**config.mk**
```make
export PLATFORM = sky130hd
export DESIGN_NAME = dcache_ctrl_flat
export DESIGN_NICKNAME = d
export VERILOG_FILES = /design/src/rtl/dcache_pkg.sv /design/src/rtl/dcache_ctrl_if.sv /design/src/rtl/sat_cnt16.sv /design/src/rtl/dcache_ctrl.sv /design/src/flat_wrapper.sv
export SDC_FILE = /design/constraint.sdc
export NUM_CORES = 1
export LEC_CHECK = 0
export CAP_MARGIN = 30
export CORE_UTILIZATION = 45
export DETAILED_ROUTE_END_ITERATION = 10
export PLACE_DENSITY = 0.81
export SYNTH_ARGS = -nofsm -noshare
export SYNTH_HDL_FRONTEND = slang
export SYNTH_HIERARCHICAL = 1
export SYNTH_SLANG_ARGS = --single-unit
export TNS_END_PERCENT = 20
```
**constraint.sdc**
```tcl
create_clock -name clk -period 2.9 [get_ports clk]
set_clock_uncertainty 0.2 [all_clocks]
set_input_delay 0.58 -clock clk [delete_from_list [all_inputs] [get_ports clk]]
set_output_delay 0.58 -clock clk [all_outputs]
set_load 0.05 [all_outputs]
```
**src/rtl/dcache_pkg.sv**
```systemverilog
// dcache_pkg: shared definitions for the data-cache controller slice.
//   - default address/index/offset widths
//   - state encoding (codes are visible on the cs output and RHIT=9 is also
//     decoded by the replacement logic, so the values are fixed)
package dcache_pkg;

   localparam int unsigned ADDR_W_DEF  = 32;
   localparam int unsigned INDEX_W_DEF = 9;
   localparam int unsigned OFFS_W_DEF  = 4;

   typedef enum logic [3:0] {
      IDLE   = 4'd0,
      LOOKUP = 4'd1,
      MEM_RD = 4'd2,
      MEM_WR = 4'd3,
      FILL   = 4'd4,
      DONE   = 4'd7,
      RHIT   = 4'd9
   } state_t;

endpackage

```
**src/rtl/dcache_ctrl_if.sv**
```systemverilog
// dcache_ctrl_if: CPU, tag-array, cache-array and memory signals of the
// data-cache controller.
//   slave  modport: controller view (cpu_*/tag/mem_ack in, strobes out)
//   master modport: environment view (CPU, tag array, memory)
interface dcache_ctrl_if
   import dcache_pkg::*;
#(
   parameter int unsigned ADDR_W  = ADDR_W_DEF,
   parameter int unsigned INDEX_W = INDEX_W_DEF
) ();

   logic               cpu_req;
   logic               cpu_we;
   logic [ADDR_W-1:0]  cpu_addr;
   logic               cpu_ready;
   logic               valid0;
   logic               valid1;
   logic               match0;
   logic               match1;
   logic               way_sel;
   logic [INDEX_W-1:0] index;
   logic               cache_wr;
   logic               fill_way;
   logic               mem_req;
   logic               mem_we;
   logic [ADDR_W-1:0]  mem_addr;
   logic               mem_ack;

   modport slave (
      input  cpu_req, cpu_we, cpu_addr, valid0, valid1, match0, match1,
             way_sel, mem_ack,
      output cpu_ready, index, cache_wr, fill_way, mem_req, mem_we, mem_addr
   );

   modport master (
      output cpu_req, cpu_we, cpu_addr, valid0, valid1, match0, match1,
             way_sel, mem_ack,
      input  cpu_ready, index, cache_wr, fill_way, mem_req, mem_we, mem_addr
   );

endinterface

```
**src/rtl/sat_cnt16.sv**
```systemverilog
// sat_cnt16: 16-bit up counter with enable that saturates at 16'hFFFF.
//   clk : rising-edge clock
//   rst : asynchronous active-high clear
//   en  : increment request
//   cnt : current count
module sat_cnt16 (
   input  logic        clk,
   input  logic        rst,
   input  logic        en,
   output logic [15:0] cnt
);

   logic [15:0] cnt_q, cnt_d;

   always_comb begin
      cnt_d = cnt_q;
      if (en && (cnt_q != '1)) cnt_d = cnt_q + 16'd1;
   end

   always_ff @(posedge clk or posedge rst) begin
      if (rst) cnt_q <= '0;
      else     cnt_q <= cnt_d;
   end

   assign cnt = cnt_q;

endmodule

```
**src/rtl/dcache_ctrl.sv**
```systemverilog
// dcache_ctrl: two-way data-cache controller FSM, write-through and
// no-write-allocate.
//   clk, rst  : clock, asynchronous active-high reset
//   bus       : dcache_ctrl_if.slave (CPU request, tag compare, cache write
//               strobe, memory request/ack)
//   cs        : current state code
//   hit_cnt   : saturating read-hit count
//   miss_cnt  : saturating read-miss count
module dcache_ctrl
   import dcache_pkg::*;
#(
   parameter int unsigned ADDR_W  = ADDR_W_DEF,
   parameter int unsigned INDEX_W = INDEX_W_DEF,
   parameter int unsigned OFFS_W  = OFFS_W_DEF
) (
   input  logic                clk,
   input  logic                rst,
   dcache_ctrl_if.slave        bus,
   output logic [3:0]          cs,
   output logic [15:0]         hit_cnt,
   output logic [15:0]         miss_cnt
);

   state_t             state_q, state_d;
   logic               we_q, we_d;
   logic               hit_q, hit_d;
   logic               hit_way_q, hit_way_d;
   logic               fill_way_q, fill_way_d;
   logic [INDEX_W-1:0] index_q, index_d;
   logic [ADDR_W-1:0]  mem_addr_q, mem_addr_d;
   logic               cache_wr_q, cache_wr_d;
   logic               mem_req_q, mem_req_d;
   logic               mem_we_q, mem_we_d;
   logic               cpu_ready_q, cpu_ready_d;
   logic               hit0, hit1;
   logic               hit_inc, miss_inc;

   assign hit0 = bus.valid0 & bus.match0;
   assign hit1 = bus.valid1 & bus.match1;

   always_comb begin
      state_d    = state_q;
      we_d       = we_q;
      hit_d      = hit_q;
      hit_way_d  = hit_way_q;
      fill_way_d = fill_way_q;
      index_d    = index_q;
      mem_addr_d = mem_addr_q;
      hit_inc    = 1'b0;
      miss_inc   = 1'b0;

      case (state_q)
         IDLE: begin
            if (bus.cpu_req) begin
               we_d    = bus.cpu_we;
               index_d = bus.cpu_addr[INDEX_W+OFFS_W-1:OFFS_W];
               // reads fetch a whole line, writes go through at byte address
               mem_addr_d = bus.cpu_we ? bus.cpu_addr
                          : {bus.cpu_addr[ADDR_W-1:OFFS_W], {OFFS_W{1'b0}}};
               state_d = LOOKUP;
            end
         end
         LOOKUP: begin
            // tag result is captured here so MEM_WR can use it at ack time
            hit_d     = hit0 | hit1;
            hit_way_d = ~hit0;
            if (we_q)             state_d = MEM_WR;
            else if (hit0 | hit1) state_d = RHIT;
            else                  state_d = MEM_RD;
         end
         RHIT: begin
            hit_inc = 1'b1;
            state_d = DONE;
         end
         MEM_RD: begin
            if (bus.mem_ack) begin
               miss_inc   = 1'b1;
               fill_way_d = bus.way_sel;
               state_d    = FILL;
            end
         end
         MEM_WR: begin
            if (bus.mem_ack) begin
               if (hit_q) begin
                  fill_way_d = hit_way_q;
                  state_d    = FILL;
               end else begin
                  state_d = DONE;
               end
            end
         end
         FILL:    state_d = DONE;
         DONE:    state_d = IDLE;
         default: state_d = IDLE;
      endcase

      // strobes are registered from the next state so they align with it
      cache_wr_d  = (state_d == FILL);
      mem_req_d   = (state_d == MEM_RD) || (state_d == MEM_WR);
      mem_we_d    = (state_d == MEM_WR);
      cpu_ready_d = (state_d == DONE);
   end

   always_ff @(posedge clk or posedge rst) begin
      if (rst) begin
         state_q     <= IDLE;
         we_q        <= 1'b0;
         hit_q       <= 1'b0;
         hit_way_q   <= 1'b0;
         fill_way_q  <= 1'b0;
         index_q     <= '0;
         mem_addr_q  <= '0;
         cache_wr_q  <= 1'b0;
         mem_req_q   <= 1'b0;
         mem_we_q    <= 1'b0;
         cpu_ready_q <= 1'b0;
      end else begin
         state_q     <= state_d;
         we_q        <= we_d;
         hit_q       <= hit_d;
         hit_way_q   <= hit_way_d;
         fill_way_q  <= fill_way_d;
         index_q     <= index_d;
         mem_addr_q  <= mem_addr_d;
         cache_wr_q  <= cache_wr_d;
         mem_req_q   <= mem_req_d;
         mem_we_q    <= mem_we_d;
         cpu_ready_q <= cpu_ready_d;
      end
   end

   sat_cnt16 u_hit_cnt (
      .clk (clk),
      .rst (rst),
      .en  (hit_inc),
      .cnt (hit_cnt)
   );

   sat_cnt16 u_miss_cnt (
      .clk (clk),
      .rst (rst),
      .en  (miss_inc),
      .cnt (miss_cnt)
   );

   assign cs            = state_q;
   assign bus.cpu_ready = cpu_ready_q;
   assign bus.index     = index_q;
   assign bus.cache_wr  = cache_wr_q;
   assign bus.fill_way  = fill_way_q;
   assign bus.mem_req   = mem_req_q;
   assign bus.mem_we    = mem_we_q;
   assign bus.mem_addr  = mem_addr_q;

endmodule

```
**src/flat_wrapper.sv**
```systemverilog
// flat-port wrapper written by rule: the top's interface ports become plain ports
module dcache_ctrl_flat import dcache_pkg::*;
#(
   parameter int unsigned ADDR_W  = ADDR_W_DEF,
   parameter int unsigned INDEX_W = INDEX_W_DEF,
   parameter int unsigned OFFS_W  = OFFS_W_DEF
)
  (clk, rst, cs, hit_cnt, miss_cnt, bus_cpu_req, bus_cpu_we, bus_cpu_addr, bus_valid0, bus_valid1, bus_match0, bus_match1, bus_way_sel, bus_mem_ack, bus_cpu_ready, bus_index, bus_cache_wr, bus_fill_way, bus_mem_req, bus_mem_we, bus_mem_addr);
  dcache_ctrl_if #(.ADDR_W(ADDR_W), .INDEX_W(INDEX_W)) bus_i ();
  input  logic clk;
  input  logic rst;
  output logic [3:0] cs;
  output logic [15:0] hit_cnt;
  output logic [15:0] miss_cnt;
  input wire logic [$bits(bus_i.cpu_req)-1:0] bus_cpu_req;
  input wire logic [$bits(bus_i.cpu_we)-1:0] bus_cpu_we;
  input wire logic [$bits(bus_i.cpu_addr)-1:0] bus_cpu_addr;
  input wire logic [$bits(bus_i.valid0)-1:0] bus_valid0;
  input wire logic [$bits(bus_i.valid1)-1:0] bus_valid1;
  input wire logic [$bits(bus_i.match0)-1:0] bus_match0;
  input wire logic [$bits(bus_i.match1)-1:0] bus_match1;
  input wire logic [$bits(bus_i.way_sel)-1:0] bus_way_sel;
  input wire logic [$bits(bus_i.mem_ack)-1:0] bus_mem_ack;
  output wire logic [$bits(bus_i.cpu_ready)-1:0] bus_cpu_ready;
  output wire logic [$bits(bus_i.index)-1:0] bus_index;
  output wire logic [$bits(bus_i.cache_wr)-1:0] bus_cache_wr;
  output wire logic [$bits(bus_i.fill_way)-1:0] bus_fill_way;
  output wire logic [$bits(bus_i.mem_req)-1:0] bus_mem_req;
  output wire logic [$bits(bus_i.mem_we)-1:0] bus_mem_we;
  output wire logic [$bits(bus_i.mem_addr)-1:0] bus_mem_addr;
  assign bus_i.cpu_req = bus_cpu_req;
  assign bus_i.cpu_we = bus_cpu_we;
  assign bus_i.cpu_addr = bus_cpu_addr;
  assign bus_i.valid0 = bus_valid0;
  assign bus_i.valid1 = bus_valid1;
  assign bus_i.match0 = bus_match0;
  assign bus_i.match1 = bus_match1;
  assign bus_i.way_sel = bus_way_sel;
  assign bus_i.mem_ack = bus_mem_ack;
  assign bus_cpu_ready = bus_i.cpu_ready;
  assign bus_index = bus_i.index;
  assign bus_cache_wr = bus_i.cache_wr;
  assign bus_fill_way = bus_i.fill_way;
  assign bus_mem_req = bus_i.mem_req;
  assign bus_mem_we = bus_i.mem_we;
  assign bus_mem_addr = bus_i.mem_addr;
  dcache_ctrl #(.ADDR_W(ADDR_W), .INDEX_W(INDEX_W), .OFFS_W(OFFS_W)) u_core (.clk(clk), .rst(rst), .bus(bus_i), .cs(cs), .hit_cnt(hit_cnt), .miss_cnt(miss_cnt));
endmodule
```
### After elaboration in Yosys (flattened, before gate mapping)

Cells that the tools add are included.

| word-level totals | value |
|---|---|
| flip-flop bits (word level) | 85 |
| output and inout port bits | 82 |
| logic and storage cells | 56 |

| operators by class | value |
|---|---|
| add/sub/neg operators | 2 |
| equal/unequal tests | 14 |
| muxes and demuxes | 15 |
| bitwise logic cells | 4 |
| reductions and logical operators | 8 |

Operator list:

| cell | count |
|---|---|
| adder 16 x 1 -> 16 bit (second input constant) | 2 |
| != test 16 bit (second input constant) | 2 |
| 2-to-1 mux 4 bit | 6 |
| one-hot mux 4 bit (5 select lines) | 1 |
| == test 4 x 2 -> 1 bit (second input constant) | 4 |
| == test 4 x 3 -> 1 bit (second input constant) | 3 |
| 2-to-1 mux 1 bit | 6 |
| == test 4 x 1 -> 1 bit (second input constant) | 1 |
| == test 4 bit (second input constant) | 1 |
| logical NOT 4 bit | 1 |
| != test 2 bit (second input constant) | 2 |
| AND reduction 4 bit | 1 |
| bitwise AND 1 bit | 2 |
| logical AND 1 bit | 2 |
| 2-to-1 mux 2 bit | 1 |
| != test 2 x 1 -> 1 bit (second input constant) | 1 |
| one-hot mux 1 bit (2 select lines) | 1 |
| AND reduction 2 bit | 1 |
| nonzero test 2 bit | 1 |
| OR reduction 2 bit | 1 |
| logical OR 1 bit | 1 |
| inverter 1 bit | 1 |
| bitwise OR 1 bit | 1 |

### Longest topological paths before layout

Gate-level depths: netlist (run 1).

| depth | value |
|---|---|
| depth after elaboration | 7 |
| gate-level depth with buffers | 6 |

### Hierarchy

The synthesis (run 1) kept the hierarchy.

Modules (own cells, without submodules):

| module | instances | cells each | area each (sq um) | sequential area each (sq um) |
|---|---|---|---|---|
| dcache_ctrl | 1 | 139 | 1983.2 | 1101.1 |
| sat_cnt16 | 2 | 71 | 805.8 | 400.4 |

### Least setup slack after synthesis (run 1)

OpenSTA, ideal clock, no wires.

| timing path | value |
|---|---|
| kind | register -> register |
| from | register u_core.state_q[1], in the netlist u_core/cs[1] |
| to | register u_core.u_miss_cnt.cnt_q[14], in the netlist u_core/u_miss_cnt/cnt[14] |
| setup time | 125 ps |
| data arrival time | 2213 ps |
| path slack | 362 ps |
| cell stages (with the launch flop) | 7 |
| path through | dfrtp_1 nor3b_1 and3_1 and4_1 nand3_1 nor2_1 mux2_2 |

| between the ends | value |
|---|---|
| longest elaborated chain between the ends | 3 |

RTL lines:

| what | RTL line | RTL |
|---|---|---|
| start: declaration | dcache_ctrl.sv:24 | `state_t state_q, state_d;` |
| start signal: assignment | dcache_ctrl.sv:118 | `state_q <= state_d;` |
| == test 4 x 2 -> 1 bit | dcache_ctrl.sv:52 | `case (state_q)` |
| 2-to-1 mux 1 bit | dcache_ctrl.sv:52 |  |
| via u_core.miss_inc | dcache_ctrl.sv:36 | `logic hit_inc, miss_inc;` |
| logical AND 1 bit | sat_cnt16.sv:17 | `if (en && (cnt_q != '1)) cnt_d = cnt_q + 16'd1;` |
| end signal: assignment | sat_cnt16.sv:22 | `else cnt_q <= cnt_d;` |
| end: declaration | sat_cnt16.sv:13 | `logic [15:0] cnt_q, cnt_d;` |

The timed path passes the listed nets, and every way through them passes these cells.
A chain may end at the register's enable or synchronous reset.

### Worst setup path in the final report (run 1)

| timing path | value |
|---|---|
| from | register u_core.state_q[2], in the netlist u_core/cs[2] |
| to | output port cs[2] |

RTL lines:

| what | RTL line | RTL |
|---|---|---|
| end: declaration | flat_wrapper.sv:12 | `output logic [3:0] cs;` |

No word-level cell between the ends.

==> impl_metrics.ini, run 1 <==
[setup_path]
r2r_start = u_core/cs[1]
worstSetupEndpointType = primary output
cp_top_family = buffers and inverters
crit_path_start = u_core/cs[2]
worstSetupStartpointType = flop
worst-path-buf-inv = 1
r2r_slack_ns = 0.41
crit_required_ns = 2.12
slowest_delay_ns = 0.91
worstReg2RegEnd = u_core/u_miss_cnt/cnt[14]
crit_cells = 1
path_cells = clkdlybuf4s50_1
crit_type = reg -> out
crit_fanout = 10
slowest_stage = clkdlybuf4s50_1
reg2regPathDepth = 6
crit_path_end = cs[2]
cp.arrival_ns = 1.82

[pwr]
power_frac_clock_pct = 13.5
intPower_mw = 2.92
p_comb_share_pct = 55.3
power_leakage_nw = 2.24
sw_frac_of_total_pct = 46.3
p_per_area_mw_per_mm2 = 1080
power_frac_seq_pct = 31.3
peakVddDrop_v = 0.000881
power.switching_mw = 2.52

[synth]
yosys.area.top_type_share_pct = 52.9
synth-edff-count = 0
synthesis.nets = 325
synth-xor-area-share_pct = 5.36
syn-mean-instance-area_sq_um = 12.8
synth_top_area_cell = dfrtp_1
async_reset_ff_share_pct = 100
ys_ff_latch = 76
synth_compound_area_share_pct = 4.00
yosys-mux-area-fraction_pct = 13.8
synth_cells = 281
ys_top_cells_by_area = dfrtp_1 53%, mux2_4 9.2%, xnor2_1 5.4%
synth_adder_area_share_pct = 0.696
synth-simple-area-share_pct = 19.0
synth_top_family_by_area = simple AND/OR/NAND/NOR gates
synth-seq-area-share_pct = 52.9
synth_ff_type = dfrtp_1
synth_area_sq_mm = 0.00359
yosysUniqueCellTypes = 43
yosysWarnings = 6

[floorplanning]
num_rows = 32
die_area_sq_mm = 0.00835
initial_core_util_pct = 46.5
die_x_microns = 91.4
chipHeight_microns = 91.4
coreArea_sq_mm = 0.00773
ios = 124

[clock_network]
hold_buffers = 0
cts_inserted_buffers = 9
ctsRootBufferMaster = clkbuf_8
htree_num_levels = 3
cts_buffer_depth = 2
post_cts_buffers = 0
cts_sinks = 76
cts_tree = done
cts_resized = 0
path_clk_slew_ns = 0.07
clk_latency_ns = 0.34

[timing]
setup_viol = 0
setup_tns_ns = 0
relSlewSlack_pct = 58.9
final_hold_viol_count = 0
rsz0062_at_grt = no
fmax_mhz = 385
min_period_ns = 2.60
period_share_pct = 89.5
worstMarginPinSlew_ns = 0.616
drv_slew = 0

[global_routing]
global_route.usage.total_pct = 20.4
grt_pass1_wl_mm = 13.1
gr-total-overflow = 0
grt_pass1_vias = 2624
antenna_found_initial = 0
grt_max_degree = 38

[route]
drt-initial-drc-count = 78
top_layer = met4
first_pass_iters = 4
vias_per_cell = 5.07
met1Wirelength_mm = 3.39
vias = 2602
wl_met3_microns = 612
ant_nets = 0
dr_wl_met2_mm = 3.73
routed_wl_mm = 7.85
wl_per_cell_microns = 15.3
drc_errors = 0

[layout]
layout_commonest_cell = clkdlybuf4s50_1
syn2layout_area_growth_pct = 40.3
utilization_pct = 65.3
nets = 450
drive_above_1_share_pct = 17.3
antennaDiodeCount = 0
nFillCells = 571
final_cell_mix = 123 x clkdlybuf4s50_1, 76 x dfrtp_1, 24 x nand2_1

[placed_design]
hpwl_mm = 5.84
place.gp.congestion = 0.861
port-buffer-count = 123

[worst_hold_path]
hp-class = reg -> reg

[flow_run]
max-cap-violations = 0

[outcome]
status = finished clean
[kinds of logic after synthesis]
kind of cell	Yosys count
fa+ha+maj	2
flops	76
compound gates	24
simple gates	101
buf+inv	19
mux	37
xor+xnor	22
[per-layer routing]
metal,vias up,track usage (%)
li1,1248,-
met1,1258,25.9
met2,86,31.6
met3,10,6.78
met4,0,9.13
met5,-,0
[flip-flops by register name (all words and copies together) (netlist names), 4 cells and up]
| name | flops |
|---|---|
| u_core/bus.mem_addr | 24 |
| u_core/u_hit_cnt/cnt | 16 |
| u_core/u_miss_cnt/cnt | 16 |
| u_core/bus.index | 8 |
| u_core/cs | 4 |
[power groups by stage]
stage | Sequential, mW | Clock, mW | Combinational, mW
finish | 1.70 | 0.732 | 3.01
global route | 1.75 | 0.801 | 3.13
CTS | 1.70 | 0.750 | 3.03
detailed placement | 1.70 | 0 | 3.02
global placement | 1.69 | 0 | 2.99
floorplan | 2.74 | 0 | 1.11
[through the flow]
step / power [mW] / hold WS [ns] / std cells / setup slack [ns] / area [sq um]
2_1_floorplan: 3.85 / 0.282 / 281 / 0.362 / 3590
4_1_cts: 5.48 / 0.304 / 513 / 0.289 / 5040
5_1_grt: 5.68 / 0.325 / 513 / 0.222 / 5040
6_report: 5.44 / 0.294 / 513 / 0.305 / 5040
3_5_place_dp: 4.72 / 0.280 / 497 / 0.269 / 4870
3_3_place_gp: 4.68 / 0.266 / 497 / 0.308 / 4870
[synthesized netlist by cell type (all sizes together) (2+ instances only)]
cell type / count
a21oi: 9
a22oi: 2
and2: 3
and2b: 2
and3: 11
and4: 8
buf: 13
dfrtp: 76
ha: 2
inv: 6
mux2: 35
mux2i: 2
nand2: 26
nand2b: 3
nand3: 14
nand4: 14
nor2: 8
nor2b: 2
nor3: 2
nor3b: 2
nor4: 2
nor4b: 2
o21a: 2
o21ai: 7
xnor2: 22
[worst min path at each step]
stage | startpoint | depth (start not counted) | slack (ns) | to
floorplan | u_core/we_q | 1 | 0.28 | u_core/cs[3]
global placement | u_core/bus.mem_addr[1] | 2 | 0.27 | u_core/bus.mem_addr[1]
detailed placement | u_core/bus.mem_addr[0] | 2 | 0.28 | u_core/bus.mem_addr[0]
CTS | u_core/bus.mem_addr[0] | 2 | 0.30 | u_core/bus.mem_addr[0]
global route | u_core/bus.mem_addr[0] | 2 | 0.32 | u_core/bus.mem_addr[0]
finish | u_core/bus.mem_addr[0] | 2 | 0.29 | u_core/bus.mem_addr[0]
[layout make-up]
cell class | instances | area [sq um] | area share (%)
Tap cell | 102 | 128 | 2.53
Sequential cell | 76 | 1900 | 37.7
Clock buffer | 12 | 155 | 3.08
Timing Repair Buffer | 127 | 1270 | 25.2
Inverter | 6 | 22.5 | 0.446
Multi-Input combinational cell | 186 | 1540 | 30.5
Clock inverter | 4 | 23.8 | 0.471
No activity file was read; power rests on OpenSTA's default activity.
==> inputs of run 2 (changes only) <==
--- a/config.mk
+++ b/config.mk
@@ -9,8 +9,9 @@
 export CORE_UTILIZATION = 45
 export DETAILED_ROUTE_END_ITERATION = 10
 export PLACE_DENSITY = 0.81
+export RECOVER_POWER = 100
 export SYNTH_ARGS = -nofsm -noshare
 export SYNTH_HDL_FRONTEND = slang
 export SYNTH_HIERARCHICAL = 1
 export SYNTH_SLANG_ARGS = --single-unit
-export TNS_END_PERCENT = 20
+export TNS_END_PERCENT = 5
==> impl_metrics.ini, run 2 (same netlist as run 1, synthesis figures left out) <==
[clock_network]
clk_latency_ns = 0.34
hold_buffers = 0
cts_sinks = 76
path_clk_slew_ns = 0.07
cts_inserted_buffers = 9
cts_tree = done
post_cts_buffers = 0
ctsRootBufferMaster = clkbuf_8
cts_buffer_depth = 2
htree_num_levels = 3
cts_resized = 0

[pwr]
power_frac_seq_pct = 32.9
p_comb_share_pct = 52.6
intPower_mw = 2.59
power_frac_clock_pct = 14.5
sw_frac_of_total_pct = 48.7
peakVddDrop_v = 0.000823
power_leakage_nw = 2.22
power.switching_mw = 2.46
p_per_area_mw_per_mm2 = 1040

[outcome]
status = finished clean

[setup_path]
slowest_delay_ns = 0.95
worstSetupStartpointType = flop
r2r_start = u_core/cs[2]
crit_fanout = 10
worstReg2RegEnd = u_core/u_miss_cnt/cnt[15]
worstSetupEndpointType = primary output
cp_top_family = buffers and inverters
reg2regPathDepth = 6
crit_cells = 1
cp.arrival_ns = 1.80
r2r_slack_ns = 0.39
slowest_stage = dlygate4sd3_1
crit_required_ns = 2.12
path_cells = dlygate4sd3_1
crit_type = reg -> out
worst-path-buf-inv = 1

[route]
vias = 2592
met1Wirelength_mm = 3.35
drt-initial-drc-count = 89
drc_errors = 0
vias_per_cell = 5.05
routed_wl_mm = 7.85
dr_wl_met2_mm = 3.70
ant_nets = 0
wl_met3_microns = 676
wl_per_cell_microns = 15.3
top_layer = met4
first_pass_iters = 4

[layout]
syn2layout_area_growth_pct = 35.3
antennaDiodeCount = 0
nets = 450
layout_commonest_cell = dlygate4sd3_1
fin_cells = 513
largest_reg_flops = 24
final_cell_mix = 85 x dlygate4sd3_1, 76 x dfrtp_1, 38 x clkdlybuf4s50_1
drive_above_1_share_pct = 8.76

[placed_design]
place.gp.congestion = 0.861
dp.cells = 497
port-buffer-count = 123
hpwl_mm = 5.84

[timing]
setup_viol = 0
min_period_ns = 2.58
fmax_mhz = 388
setup_tns_ns = 0
worstMarginPinSlew_ns = 0.974
final_hold_viol_count = 0
relSlewSlack_pct = 35.0
drv_slew = 0
period_share_pct = 89.0
rsz0062_at_grt = no

[worst_hold_path]
min_from = u_core/bus.mem_addr[0]
hold-path-endpoint = u_core/bus.mem_addr[0]
worstHoldPathCells = 2
hp-class = reg -> reg

[floorplanning]
coreArea_sq_mm = 0.00773
ios = 124
die_area_sq_mm = 0.00835
initial_core_util_pct = 46.5
chipHeight_microns = 91.4
num_rows = 32
die_x_microns = 91.4

[global_routing]
grt_pass1_vias = 2624
grt_pass1_wl_mm = 13.1
gr-total-overflow = 0
grt_max_degree = 38
global_route.usage.total_pct = 20.4
antenna_found_initial = 0

[flow_run]
max-cap-violations = 0
run 2: cell types whose count changed in the layout (fill, tap and decap cells not counted), sizes merged:
cell / before / now
clkdlybuf4s50: 123 / 38
clkbuf: 12 / 16
dlygate4sd3: 0 / 85
buf: 4 / 0
run 2: how the worst max path moves through the flow:
stage                 start                   endpoint  slack [ns]
6_report       u_core/cs[2]                      cs[2]        0.32
5_1_grt        u_core/cs[1]  u_core/u_miss_cnt/cnt[15]        0.24
4_1_cts        u_core/cs[2]                      cs[2]        0.29
3_5_place_dp    bus_mem_ack  u_core/u_miss_cnt/cnt[14]        0.27
3_3_place_gp    bus_mem_ack  u_core/u_miss_cnt/cnt[14]        0.31
2_1_floorplan  u_core/cs[1]  u_core/u_miss_cnt/cnt[14]        0.36
run 2: area by class of cell:
| type | instances | area (sq um) |
|---|---|---|
| fill | 607 | 2860 |
| sequential | 76 | 1900 |
| multi-input combinational | 186 | 1390 |
| timing repair buffer | 127 | 1250 |
| clock buffer | 12 | 155 |
| tap | 102 | 128 |
| clock inverter | 4 | 23.8 |
| inverter | 6 | 22.5 |
run 2: power by group through the flow:
stage	Clock (mW)	Combinational (mW)	Sequential (mW)
after floorplan	0	1.11	2.74
after global placement	0	2.99	1.69
after detailed placement	0	3.02	1.70
after CTS	0.750	3.03	1.70
after global routing	0.801	2.78	1.71
final	0.733	2.66	1.66
run 2: worst register-to-register path, cell delays in order (launching register included):
cell,delay (ns)
dfrtp_1,0.48
nor3b_1,0.41
and3_1,0.33
nand3_1,0.14
nor4_1,0.48
nand4_1,0.20
xnor2_1,0.16
run 2: routing by layer:
| metal | track usage [%] | vias to the layer above |
|---|---|---|
| li1 | - | 1253 |
| met1 | 25.9 | 1238 |
| met2 | 31.6 | 92 |
| met3 | 6.78 | 9 |
| met4 | 9.13 | 0 |
| met5 | 0 | - |
run 2: stage by stage:
step | hold WS, ns | total power [mW] | setup slack (ns) | area [sq um] | utilization (%)
detailed placement | 0.280 | 4.72 | 0.269 | 4870 | 63.0
CTS | 0.304 | 5.48 | 0.289 | 5040 | 65.3
finish | 0.289 | 5.05 | 0.319 | 4860 | 62.9
floorplan | 0.282 | 3.85 | 0.362 | 3590 | -
global route | 0.316 | 5.29 | 0.240 | 4860 | 62.9
global placement | 0.266 | 4.68 | 0.308 | 4870 | 63.0
